--- config.mk ---
export PLATFORM = sky130hd
export DESIGN_NAME = fetch_sequencer
export DESIGN_NICKNAME = d
export VERILOG_FILES = /design/src/rtl/fetch_sequencer.sv
export SDC_FILE = /design/constraint.sdc
export NUM_CORES = 1
export LEC_CHECK = 0
export CAP_MARGIN = 30
export CORE_UTILIZATION = 49
export DETAILED_ROUTE_END_ITERATION = 10
export PLACE_DENSITY = 0.86
export SLEW_MARGIN = 20
export SYNTH_ARGS = -nofsm -noshare
export SYNTH_HDL_FRONTEND = slang
export SYNTH_SLANG_ARGS = --single-unit
--- constraint.sdc ---
create_clock -name clk -period 3.4 [get_ports clk]
set_input_delay 0.34 -clock clk [delete_from_list [all_inputs] [get_ports clk]]
set_output_delay 0.34 -clock clk [all_outputs]
set_load 0.01 [all_outputs]
--- src/rtl/fetch_sequencer.sv ---
// fetch_sequencer
//   Instruction-fetch controller. Owns the program counter, issues one
//   instruction-memory request at a time, and presents fetched words to
//   decode through a single-entry output register. A taken EX-stage branch
//   (branch & zero) redirects the PC to branch_pc + 4 + (imm_ext << IMM_SHIFT),
//   empties the output register and pulses flush for one cycle.
//
// Parameters
//   RESET_PC    PC loaded on reset
//   IMM_SHIFT   left shift applied to imm_ext for the branch offset
//
// Ports
//   clk, reset              clock (rising edge), synchronous active-low reset
//   stall                   decode cannot accept; output register holds
//   branch, zero            EX-stage branch control and ALU zero flag
//   branch_pc, imm_ext      branch instruction PC and sign-extended immediate
//   imem_req, imem_addr     memory request; address stable until imem_ready
//   imem_ready, imem_rdata  same-cycle accept/return from instruction memory
//   instr_valid, instr,     output register contents
//   instr_pc
//   flush                   one-cycle squash pulse after a taken branch
//   pc                      next address to be fetched
//   taken_count             number of taken branches (wraps)
module fetch_sequencer #(
    parameter logic [63:0] RESET_PC  = 64'h0,
    parameter int unsigned IMM_SHIFT = 1
) (
    input  logic        clk,
    input  logic        reset,
    input  logic        stall,
    input  logic        branch,
    input  logic        zero,
    input  logic [63:0] branch_pc,
    input  logic [63:0] imm_ext,
    output logic        imem_req,
    output logic [63:0] imem_addr,
    input  logic        imem_ready,
    input  logic [31:0] imem_rdata,
    output logic        instr_valid,
    output logic [31:0] instr,
    output logic [63:0] instr_pc,
    output logic        flush,
    output logic [63:0] pc,
    output logic [31:0] taken_count
);

    typedef enum logic [1:0] {
        S_IDLE,
        S_FETCH,
        S_DISCARD
    } state_e;

    state_e      state_q, state_d;
    logic [63:0] pc_q, pc_d;
    logic [63:0] addr_q;
    logic        req_active_q;
    logic        valid_q;
    logic [31:0] instr_q;
    logic [63:0] instr_pc_q;
    logic        flush_q;
    logic [31:0] taken_count_q;

    logic        take;
    logic        redirect;
    logic        start;
    logic        load;
    logic [63:0] target;

    assign take     = branch & zero;
    assign redirect = take & (state_q != S_IDLE);
    assign target   = branch_pc + 64'd4 + (imm_ext << IMM_SHIFT);

    // A request is launched combinationally so a zero-wait memory can
    // sustain one word per cycle while the output slot drains. Once
    // launched without an immediate ready, req_active_q and addr_q pin
    // the request until imem_ready.
    assign start     = (state_q == S_FETCH) & ~req_active_q & ~take
                     & (~valid_q | ~stall);
    assign imem_req  = req_active_q | start;
    assign imem_addr = start ? pc_q : addr_q;

    // Returned data is kept only in FETCH with no redirect in the same cycle.
    assign load = (state_q == S_FETCH) & imem_req & imem_ready & ~take;

    always_comb begin
        state_d = state_q;
        unique case (state_q)
            S_IDLE:    state_d = S_FETCH;
            S_FETCH:   if (take && req_active_q && !imem_ready) state_d = S_DISCARD;
            S_DISCARD: if (imem_ready) state_d = S_FETCH;
            default:   state_d = S_IDLE;
        endcase
    end

    always_comb begin
        pc_d = pc_q;
        if (redirect) begin
            pc_d = target;
        end else if (load) begin
            pc_d = pc_q + 64'd4;
        end
    end

    always_ff @(posedge clk) begin
        if (!reset) begin
            state_q       <= S_IDLE;
            pc_q          <= RESET_PC;
            addr_q        <= '0;
            req_active_q  <= 1'b0;
            valid_q       <= 1'b0;
            instr_q       <= '0;
            instr_pc_q    <= '0;
            flush_q       <= 1'b0;
            taken_count_q <= '0;
        end else begin
            state_q      <= state_d;
            pc_q         <= pc_d;
            req_active_q <= imem_req & ~imem_ready;
            flush_q      <= redirect;
            if (start) begin
                addr_q <= pc_q;
            end
            if (redirect) begin
                taken_count_q <= taken_count_q + 32'd1;
            end
            // Redirect beats both a new load and a stall hold.
            if (redirect) begin
                valid_q <= 1'b0;
            end else if (load) begin
                valid_q    <= 1'b1;
                instr_q    <= imem_rdata;
                instr_pc_q <= imem_addr;
            end else if (!stall) begin
                valid_q <= 1'b0;
            end
        end
    end

    assign instr_valid = valid_q;
    assign instr       = instr_q;
    assign instr_pc    = instr_pc_q;
    assign flush       = flush_q;
    assign pc          = pc_q;
    assign taken_count = taken_count_q;

endmodule

==> flow_summary.rst, run 1 <==
.. list-table::
   :header-rows: 1

   * - Metric
     - Value
   * - Run status
     - finished clean
   * - Clock Skews
     - 13.1 ps
   * - Syn-to-layout area delta
     - 41.1%
   * - Avg WL per Cell
     - 19.2 um
   * - Number of enable-type register cells in the synthesized netlist
     - 0
   * - Cell taking the most area after synthesis
     - sky130_fd_sc_hd__dfxtp_1
   * - Max-slew headroom
     - 0.606
   * - Ordered list of cells on the worst path
     - nor2b_1, and2_1, nand2_1, nor2_4, buf_12, mux2i_1, inv_1, clkdlybuf4s50_1
   * - Synthesis Warnings
     - 0
   * - Flip-flop and latch count after synthesis
     - 261
   * - Total Power
     - 8.69 mW
   * - # setup viols final
     - 0
   * - Setup repair after global routing missed its margin
     - true
   * - Number of global-route vias before repair
     - 15.3k
   * - Die Wd
     - 178 um
   * - CTS tree
     - built
   * - Chip Height
     - 178 um
   * - Antenna violations before repair
     - 0
   * - Hold Worst Slack
     - around 380 ps
   * - Source-to-sink clock delay at the later pin of the worst-skew pair
     - 520 ps
   * - Leading cell types by count after synthesis
     - sky130_fd_sc_hd__nor2_1 (262), sky130_fd_sc_hd__dfxtp_1 (261), sky130_fd_sc_hd__nand2_1 (198), sky130_fd_sc_hd__a21oi_1 (156), sky130_fd_sc_hd__ha_1 (125)
   * - Ys async rst share
     - 0
   * - CTS resizes
     - 0
   * - Row cnt
     - 63
   * - Number of hold-slack violations in the final timing report
     - 0
   * - Gate family responsible for the most delay along the worst path
     - buffers and inverters
   * - DR vias/cell
     - 5.82
   * - Worst slew pin tran
     - 590 ps
   * - Cell count after synthesis
     - ~1.9k
   * - Number of nets produced by synthesis
     - 2168
   * - Register area
     - 0.00523 mm2
   * - Fin. max-slew vios
     - 0
   * - Worst EP arrival
     - 2940 ps
   * - Seq/Total Area, Yosys
     - 0.346
   * - Clock-pin slew on the worst setup and hold paths
     - 60 ps
   * - Post-route DRC violation count
     - 0
   * - Placed cell areas
     - 0.0204 mm2
   * - Power density normalized to cell area
     - 408 mW/mm2
   * - Cell area after synthesis
     - 0.0151 mm2
   * - Biggest cell delay along the critical path
     - ~500 ps
   * - Final cycle utilization of the critical path
     - 0.964
   * - Routability congestion estimate from global placement
     - 0.940
   * - Fillers
     - 2219
   * - Number of sinks handled by clock tree synthesis
     - 261
   * - CP Data Required Time
     - between 3000 and 4000 ps
   * - Kind of path behind the tightest hold check
     - input port to register
   * - Maximum number of pins on one net before global-route repair
     - 102
   * - Overall routed net length
     - ~53000 um
   * - Share of cells above drive strength 1
     - 0.0790
   * - Clock root cell
     - sky130_fd_sc_hd__clkbuf_16
   * - Dpl hpwl
     - about 40000 um
   * - Post-Layout Inst Area
     - 0.0213 mm2
   * - Most used flip-flop cell after synthesis
     - sky130_fd_sc_hd__dfxtp_1
   * - Number of nets in the layout
     - 2641
   * - Placement Setup Slack
     - -496 ps
   * - Clock tree buffer depth
     - 3
   * - TritonCTS Buffers
     - 24
   * - Synth top area share
     - 0.346
   * - Number of hold-repair buffers added at the cts stage
     - 0
   * - Crit path kind
     - register to output port
   * - PnR worst setup slack
     - 122 ps
   * - Initial standard-cell utilization of the core
     - 0.505
   * - Post-CTS setup buffer count
     - 0
   * - Cell variety after synth
     - 66
   * - 1st-iter DRT viols
     - 1662
   * - PortBufs
     - 423
   * - First-pass iteration count of the detailed router
     - 6
   * - Syn_area_per_cell
     - 8.06 um2
   * - Minimum clock period after layout
     - ~3300 ps
   * - Die Outline Area
     - roughly 0.032 mm2
   * - Total track usage
     - 0.321
   * - Type of destination of the critical path
     - output port
   * - Placeable core region
     - 0.0300 mm2
   * - Area occupied by multi-input gates
     - 0.00922 mm2
   * - Number of H-tree branching levels
     - 1
   * - Number of vias in the routed layout
     - 16.0k
   * - Total of max-cap violations
     - 0
   * - Global-route wire length before repair
     - between 80000 and 90000 um
   * - I/O pin total
     - 425
   * - Number of buffers and inverters on the critical path
     - 3
   * - Startpoint types
     - register
   * - Remaining Overflow, GRT
     - 0
   * - Cell with the most instances after synthesis
     - sky130_fd_sc_hd__nor2_1
   * - Crit path max-delay cell type
     - sky130_fd_sc_hd__clkdlybuf4s50_1
   * - Static Leakage
     - 8.91 nW
   * - Max IR drop VDD
     - 0.329 mV
   * - Maximum operating frequency
     - approximately 300 MHz
   * - Biggest area contributors in the synthesized netlist
     - sky130_fd_sc_hd__dfxtp_1 (35%), sky130_fd_sc_hd__ha_1 (10%), sky130_fd_sc_hd__nor2_1 (6.5%)
   * - Ant. Diodes
     - 0
   * - Antenna-violating nets left
     - 0
   * - Final-layout setup total negative slack
     - 0 ps
   * - Highest net fanout along the worst path
     - 33
[path summary, 6_finish.rpt]
check / startpoint / end / slack [ps] / cells after the start
max: state_q[0] / imem_addr[20] / 120 / 8
min: imem_rdata[26] / instr[26] / 380 / 3
max reg2reg: pc[23] / pc[56] / 560 / 9
min reg2reg: instr[28] / instr[28] / 460 / 2
[flip-flops by register name, summed over array words and instances, names as in the netlist, 2 cells and up]
name         count
state_q          2
instr_pc        64
instr           32
addr_q          64
pc              64
taken_count     32
[cell type report]
cell class                      count  area share
Clock buffer                       33      0.0322
Clock inverter                     10     0.00751
Inverter                           89      0.0159
Multi-Input combinational cell   1428       0.432
Sequential cell                   261       0.245
Tap cell                          390      0.0229
Timing Repair Buffer              545       0.244
[power breakdown]
group / internal [mW] / leakage [nW] / total [mW] / switching, mW
Combinational: 1.16 / 6.38 / 2.45 / 1.29
Clock: 1.72 / 0.400 / 2.89 / 1.17
Sequential: 3.20 / 2.13 / 3.35 / 0.151
Total: 6.08 / 8.91 / 8.69 / 2.62
[stage by stage]
stage / std cells / util
2_1_floorplan: 1876 / -
3_3_place_gp: 2713 / 0.682
3_5_place_dp: 2713 / 0.682
4_1_cts: 2756 / 0.711
5_1_grt: 2756 / 0.712
6_report: 2756 / 0.712
[layout by cell type (no fill, tap or decap), drive strengths merged, types with 6 or more instances in the layout]
cell type | netlist | routed
a211o | 6 | 6
a211oi | 94 | 94
a21o | 31 | 31
a21oi | 156 | 156
a31oi | 14 | 14
and2 | 15 | 15
and3 | 30 | 30
and4 | 8 | 8
buf | 22 | 122
clkbuf | 76 | 33
clkdlybuf4s50 | 0 | 423
dfxtp | 261 | 261
ha | 125 | 125
inv | 89 | 89
mux2i | 66 | 66
nand2 | 198 | 198
nand3 | 52 | 52
nand4 | 40 | 40
nor2 | 262 | 262
nor3 | 34 | 34
nor4 | 10 | 10
o211ai | 10 | 10
o21a | 9 | 9
o21ai | 59 | 59
o21bai | 14 | 14
o221ai | 11 | 11
o22ai | 8 | 8
or3 | 7 | 7
xnor2 | 47 | 47
xor2 | 63 | 63
[cells by family (layout without fill, tap and decap cells)]
family | Yosys count | after routing | synth area share
DFF | 261 | 261 | 0.346
and+or+nand+nor | 675 | 675 | 0.201
muxes | 67 | 67 | 0.0445
xor gates and xnor gates | 110 | 110 | 0.0638
AOI/OAI and AO/OA | 450 | 450 | 0.192
adders and majority gates | 126 | 126 | 0.105
buffers and inverters | 187 | 677 | 0.0486
[worst register-to-register path, cell delays in order (launching register included)]
cell                       delay [ps]
sky130_fd_sc_hd__dfxtp_1          560
sky130_fd_sc_hd__and3_1           370
sky130_fd_sc_hd__and2_1           200
sky130_fd_sc_hd__and3_2           230
sky130_fd_sc_hd__and3_1           250
sky130_fd_sc_hd__and3_1           300
sky130_fd_sc_hd__and2_4           200
sky130_fd_sc_hd__a211oi_1          70
sky130_fd_sc_hd__a311o_1          380
sky130_fd_sc_hd__nor3b_2          190
[per-layer routing]
metal,global-route usage,up-vias,wire [um]
met1,0.395,7447,21000
met4,0.150,0,2360
met5,0,-,0
met3,0.0467,155,4400
met2,0.549,865,25000
li1,-,7564,-
No activity file was read; power rests on OpenSTA's default activity.
==> run 2, diff against run 1 <==
CAP_MARGIN = 20   (was 30)
==> results of run 2 <==
Same layout as run 1: the final DEF is identical, and so are final timing and power.
==> run 3, diff against run 2 <==
ABC_AREA = 1   (was unset)
GPL_ROUTABILITY_DRIVEN = 0   (was unset)
PLACE_DENSITY = 0.83   (was 0.86)
TNS_END_PERCENT = 100   (was unset)
==> run 3 against run 2 <==
Sequential share of layout area shrank 2.1 points. Worst setup slack improved by 56 ps. Combinational power rose by 8.2%. Count of clock-buffer cells in the layout grew 2. Clock power up 14%. Highest routed layer unchanged. Non-clock buffer count is 105 lower. Flip-flop and latch count unchanged. Critical path depth grew 1. Power rose by 7.9%. Hold slack got worse by 120 ps. Global-route usage about the same. First-iteration DRC count up 40%.
==> flow_summary.rst, run 3 <==
.. list-table::
   :header-rows: 1

   * - Metric
     - Value
   * - Syn-to-layout area delta
     - 31.8%
   * - Most common library cell in the layout ignoring fill and taps
     - sky130_fd_sc_hd__nand2_1
   * - Number of stages on the worst setup path
     - 9 (+1)
   * - Post-route DRC violation count
     - 0 (unchanged)
   * - Maximum number of pins on one net before global-route repair
     - 70 (-31%)
   * - Biggest cell delay along the critical path
     - 600 ps (+100 ps)
   * - Clock root cell
     - sky130_fd_sc_hd__clkbuf_16
   * - Leading cell types by count after synthesis
     - sky130_fd_sc_hd__nand2_1 (531), sky130_fd_sc_hd__inv_1 (394), sky130_fd_sc_hd__nor2_1 (374), sky130_fd_sc_hd__o21ai_0 (301), sky130_fd_sc_hd__dfxtp_1 (261)
   * - Highest net fanout along the worst path
     - 21 (-36%)
   * - Number of stages on the worst hold path
     - 3 (unchanged)
   * - Hold Worst Slack
     - 255 ps (-122 ps)
   * - Core occupancy in the finished layout
     - 0.657 (-0.0553)
   * - Final-layout setup total negative slack
     - 0 ps (unchanged)
   * - Cell count after synthesis
     - 2769 (+48%)
   * - Fillers
     - 3129 (+41%)
   * - Worst R2R Start
     - pc[2]
   * - Clock Skews
     - 28.3 ps (+15.2 ps)
   * - 1st-iter DRT viols
     - 2324 (+40%)
   * - Flip-flop and latch count after synthesis
     - 261 (unchanged)
   * - Global-route wire length before repair
     - 95200 um (+18%)
   * - Run status
     - finished clean
   * - Endpoint of the worst register-to-register path
     - pc[62]
   * - PortBufs
     - 423 (unchanged)
   * - Die Outline Area
     - 0.0369 mm2 (+17%)
   * - Post-CTS setup buffer count
     - 0 (unchanged)
   * - Max IR drop VDD
     - 0.368 mV (+12%)
   * - Gate family responsible for the most delay along the worst path
     - buffers and inverters
   * - Overall routed net length
     - 62100 um (+18%)
   * - Cell taking the most area after synthesis
     - sky130_fd_sc_hd__dfxtp_1
   * - TritonCTS Buffers
     - 28 (+17%)
   * - Chip Height
     - 192 um (+8.2%)
   * - Antenna-violating nets left
     - 0 (unchanged)
   * - Die Wd
     - 192 um (+8.2%)
   * - Total Power
     - 9.38 mW (+7.9%)
   * - Number of H-tree branching levels
     - 1 (unchanged)
   * - Type of destination of the critical path
     - output port
   * - CP Data Required Time
     - 3060 ps (about the same)
   * - Source-to-sink clock delay at the later pin of the worst-skew pair
     - 560 ps (+40 ps)
   * - Number of nets in the layout
     - 3445 (+30%)
   * - Kind of path behind the tightest hold check
     - input port to register
   * - Dpl hpwl
     - 47500 um (+16%)
   * - Crit path kind
     - register to output port
   * - DR vias/cell
     - 5.62 (-3.5%)
   * - Ys async rst share
     - 0 (unchanged)
   * - Number of nets produced by synthesis
     - 3061 (+41%)
   * - Power density normalized to cell area
     - 402 mW/mm2 (-1.4%)
   * - Fin. max-slew vios
     - 0 (unchanged)
   * - Remaining Overflow, GRT
     - 0 (unchanged)
   * - First-pass iteration count of the detailed router
     - 7 (+1)
   * - Max-slew headroom
     - 0.486 (-0.120)
   * - Leading cell types in the layout, fill and taps excluded
     - sky130_fd_sc_hd__nand2_1 (531), sky130_fd_sc_hd__clkdlybuf4s50_1 (422), sky130_fd_sc_hd__inv_1 (392), sky130_fd_sc_hd__nor2_1 (374), sky130_fd_sc_hd__o21ai_0 (300)
   * - Cell variety after synth
     - 55 (-17%)
   * - Row cnt
     - 69 (+9.5%)
   * - Ant. Diodes
     - 0 (unchanged)
   * - R2r setup slk
     - 620 ps (+60 ps)
   * - Cell area after synthesis
     - 0.0177 mm2 (+17%)
   * - Biggest area contributors in the synthesized netlist
     - sky130_fd_sc_hd__dfxtp_1 (29%), sky130_fd_sc_hd__nand2_1 (11%), sky130_fd_sc_hd__ha_1 (8.8%)
   * - Hold path endpoint
     - instr_pc[10]
   * - Beginning of the worst hold path
     - reset
   * - Number of enable-type register cells in the synthesized netlist
     - 0 (unchanged)
   * - Met1 Track Usage GR
     - 0.400 (+0.00489)
   * - Crit path max-delay cell type
     - sky130_fd_sc_hd__o21ai_0
   * - Clock tree buffer depth
     - 3 (unchanged)
   * - I/O pin total
     - 425 (unchanged)
   * - Number of sinks handled by clock tree synthesis
     - 261 (unchanged)
   * - Avg WL per Cell
     - 17.1 um (-11%)
   * - Maximum operating frequency
     - 310 MHz (+1.7%)
   * - Cell with the most instances after synthesis
     - sky130_fd_sc_hd__nand2_1
   * - CTS tree
     - built
   * - Placeable core region
     - 0.0356 mm2 (+19%)
   * - Setup repair after global routing missed its margin
     - false
   * - Startpoint types
     - register
   * - Seq/Total Area, Yosys
     - 0.295 (-0.0509)
   * - Number of hold-repair buffers added at the cts stage
     - 0 (unchanged)
   * - Layer carrying the most global-route usage
     - met2
   * - Minimum clock period after layout
     - 3220 ps (-56.4 ps)
   * - Syn_area_per_cell
     - 6.40 um2 (-21%)
   * - Number of global-route vias before repair
     - 19.0k (+24%)
   * - Ordered list of cells on the worst path
     - inv_2, nor2_1, inv_1, nor2_1, nand3_2, buf_4, o21ai_0, inv_1, clkdlybuf4s50_1
   * - Worst slew pin tran
     - 771 ps (+181 ps)
   * - Total track usage
     - 0.321 (about the same)
   * - Static Leakage
     - 10.4 nW (+17%)
   * - Most used flip-flop cell after synthesis
     - sky130_fd_sc_hd__dfxtp_1
   * - Number of vias in the routed layout
     - 20.4k (+27%)
   * - Final cycle utilization of the critical path
     - 0.948 (-0.0166)
   * - Synth top area share
     - 0.295 (-0.0509)
   * - Number of buffers and inverters on the critical path
     - 5 (+2)
   * - Clock-pin slew on the worst setup and hold paths
     - 60 ps (about the same)
   * - Worst EP arrival
     - 2880 ps (-60 ps)
   * - Total of max-cap violations
     - 0 (unchanged)
   * - Share of cells above drive strength 1
     - 0.0589 (-0.0201)
   * - Antenna violations before repair
     - 0 (unchanged)
   * - Met2 demand-to-capacity share in global routing
     - 0.529 (-0.0196)
   * - Initial standard-cell utilization of the core
     - 0.498 (-0.00627)
   * - Synthesis Warnings
     - 0 (unchanged)
   * - Logic depth of the worst register-to-register path
     - 10 (+1)
   * - Global-route met3 utilization
     - 0.0568 (+0.0101)
   * - # setup viols final
     - 0 (unchanged)
   * - Number of hold-slack violations in the final timing report
     - 0 (unchanged)
[run 3: cell count changes in the layout (fill, tap and decap cells not counted), moves of 29 or more]
cell                       delta
sky130_fd_sc_hd__a21o_1      -29
sky130_fd_sc_hd__buf_4      -103
sky130_fd_sc_hd__mux2i_1     -59
sky130_fd_sc_hd__or2_2       +69
sky130_fd_sc_hd__inv_1      +304
sky130_fd_sc_hd__nand3_1     +74
sky130_fd_sc_hd__and3_1      -29
sky130_fd_sc_hd__a211oi_1    -91
sky130_fd_sc_hd__nor2_1     +114
sky130_fd_sc_hd__o21ai_0    +243
sky130_fd_sc_hd__xnor2_1     -33
sky130_fd_sc_hd__nand2_1    +333
sky130_fd_sc_hd__a21oi_1     +76
sky130_fd_sc_hd__xor2_1      -32
[run 3: final cells by class]
class,count,area (um2),area share
multi-input cells,2023,10600,0.456
flip-flops and latches,261,5230,0.224
repair buffers,440,4400,0.189
inverters,399,1500,0.0643
clock buffers,35,777,0.0333
well taps,461,577,0.0247
clock inverters,17,221,0.00948
[run 3: routing by layer]
layer / vias up / share of wire
li1: 9777 / -
met1: 9136 / 0.39
met2: 1270 / 0.45
met3: 234 / 0.11
met4: 0 / 0.054
met5: - / 0
[run 3: logic make-up after synthesis]
kind of cell | count (synthesis) | share of synthesized area
AOI/OAI and AO/OA | 592 | 0.177
xor gates and xnor gates | 45 | 0.0222
adders and majority gates | 126 | 0.0894
buffers and inverters | 485 | 0.105
DFF | 261 | 0.295
and+or+nand+nor | 1260 | 0.312
[run 3: how the worst max path moves through the flow]
stage	endpoint	startpoint	slack [ps]
finish	imem_addr[3]	state_q[0]	180
global placement	pc[44]	branch_pc[2]	220
CTS	imem_addr[38]	state_q[0]	100
floorplan	pc[44]	branch_pc[2]	1020
global route	imem_addr[3]	state_q[0]	40
detailed placement	pc[62]	imm_ext[1]	140
[run 3: where the power goes]
part / leakage, nW / switching (mW) / internal (mW) / total (mW)
sequential: 2.13 / 0.203 / 3.24 / 3.45
clock: 0.481 / 1.35 / 1.94 / 3.29
combinational: 7.78 / 1.50 / 1.15 / 2.65
[run 3: what timing repair did]
action,CTS,global route
gates resized for setup,0,3
setup endpoints to repair,0,26
endpoints found under the hold margin,0,0
[run 3: tightest hold or removal path, delay by kind of cell]
| kind | cells | cell delay, ps |
|---|---|---|
| AOI/OAI and AO/OA | 2 | 170 |
| buffers and inverters | 1 | 240 |
[run 3: per-stage QoR]
step	instance area [um2]	setup slack (ps)	instances
2_1_floorplan	17700	1020	2769
3_3_place_gp	22300	219	3584
3_5_place_dp	22300	145	3584
4_1_cts	23300	103	3636
5_1_grt	23400	44.9	3636
6_report	23400	178	3636
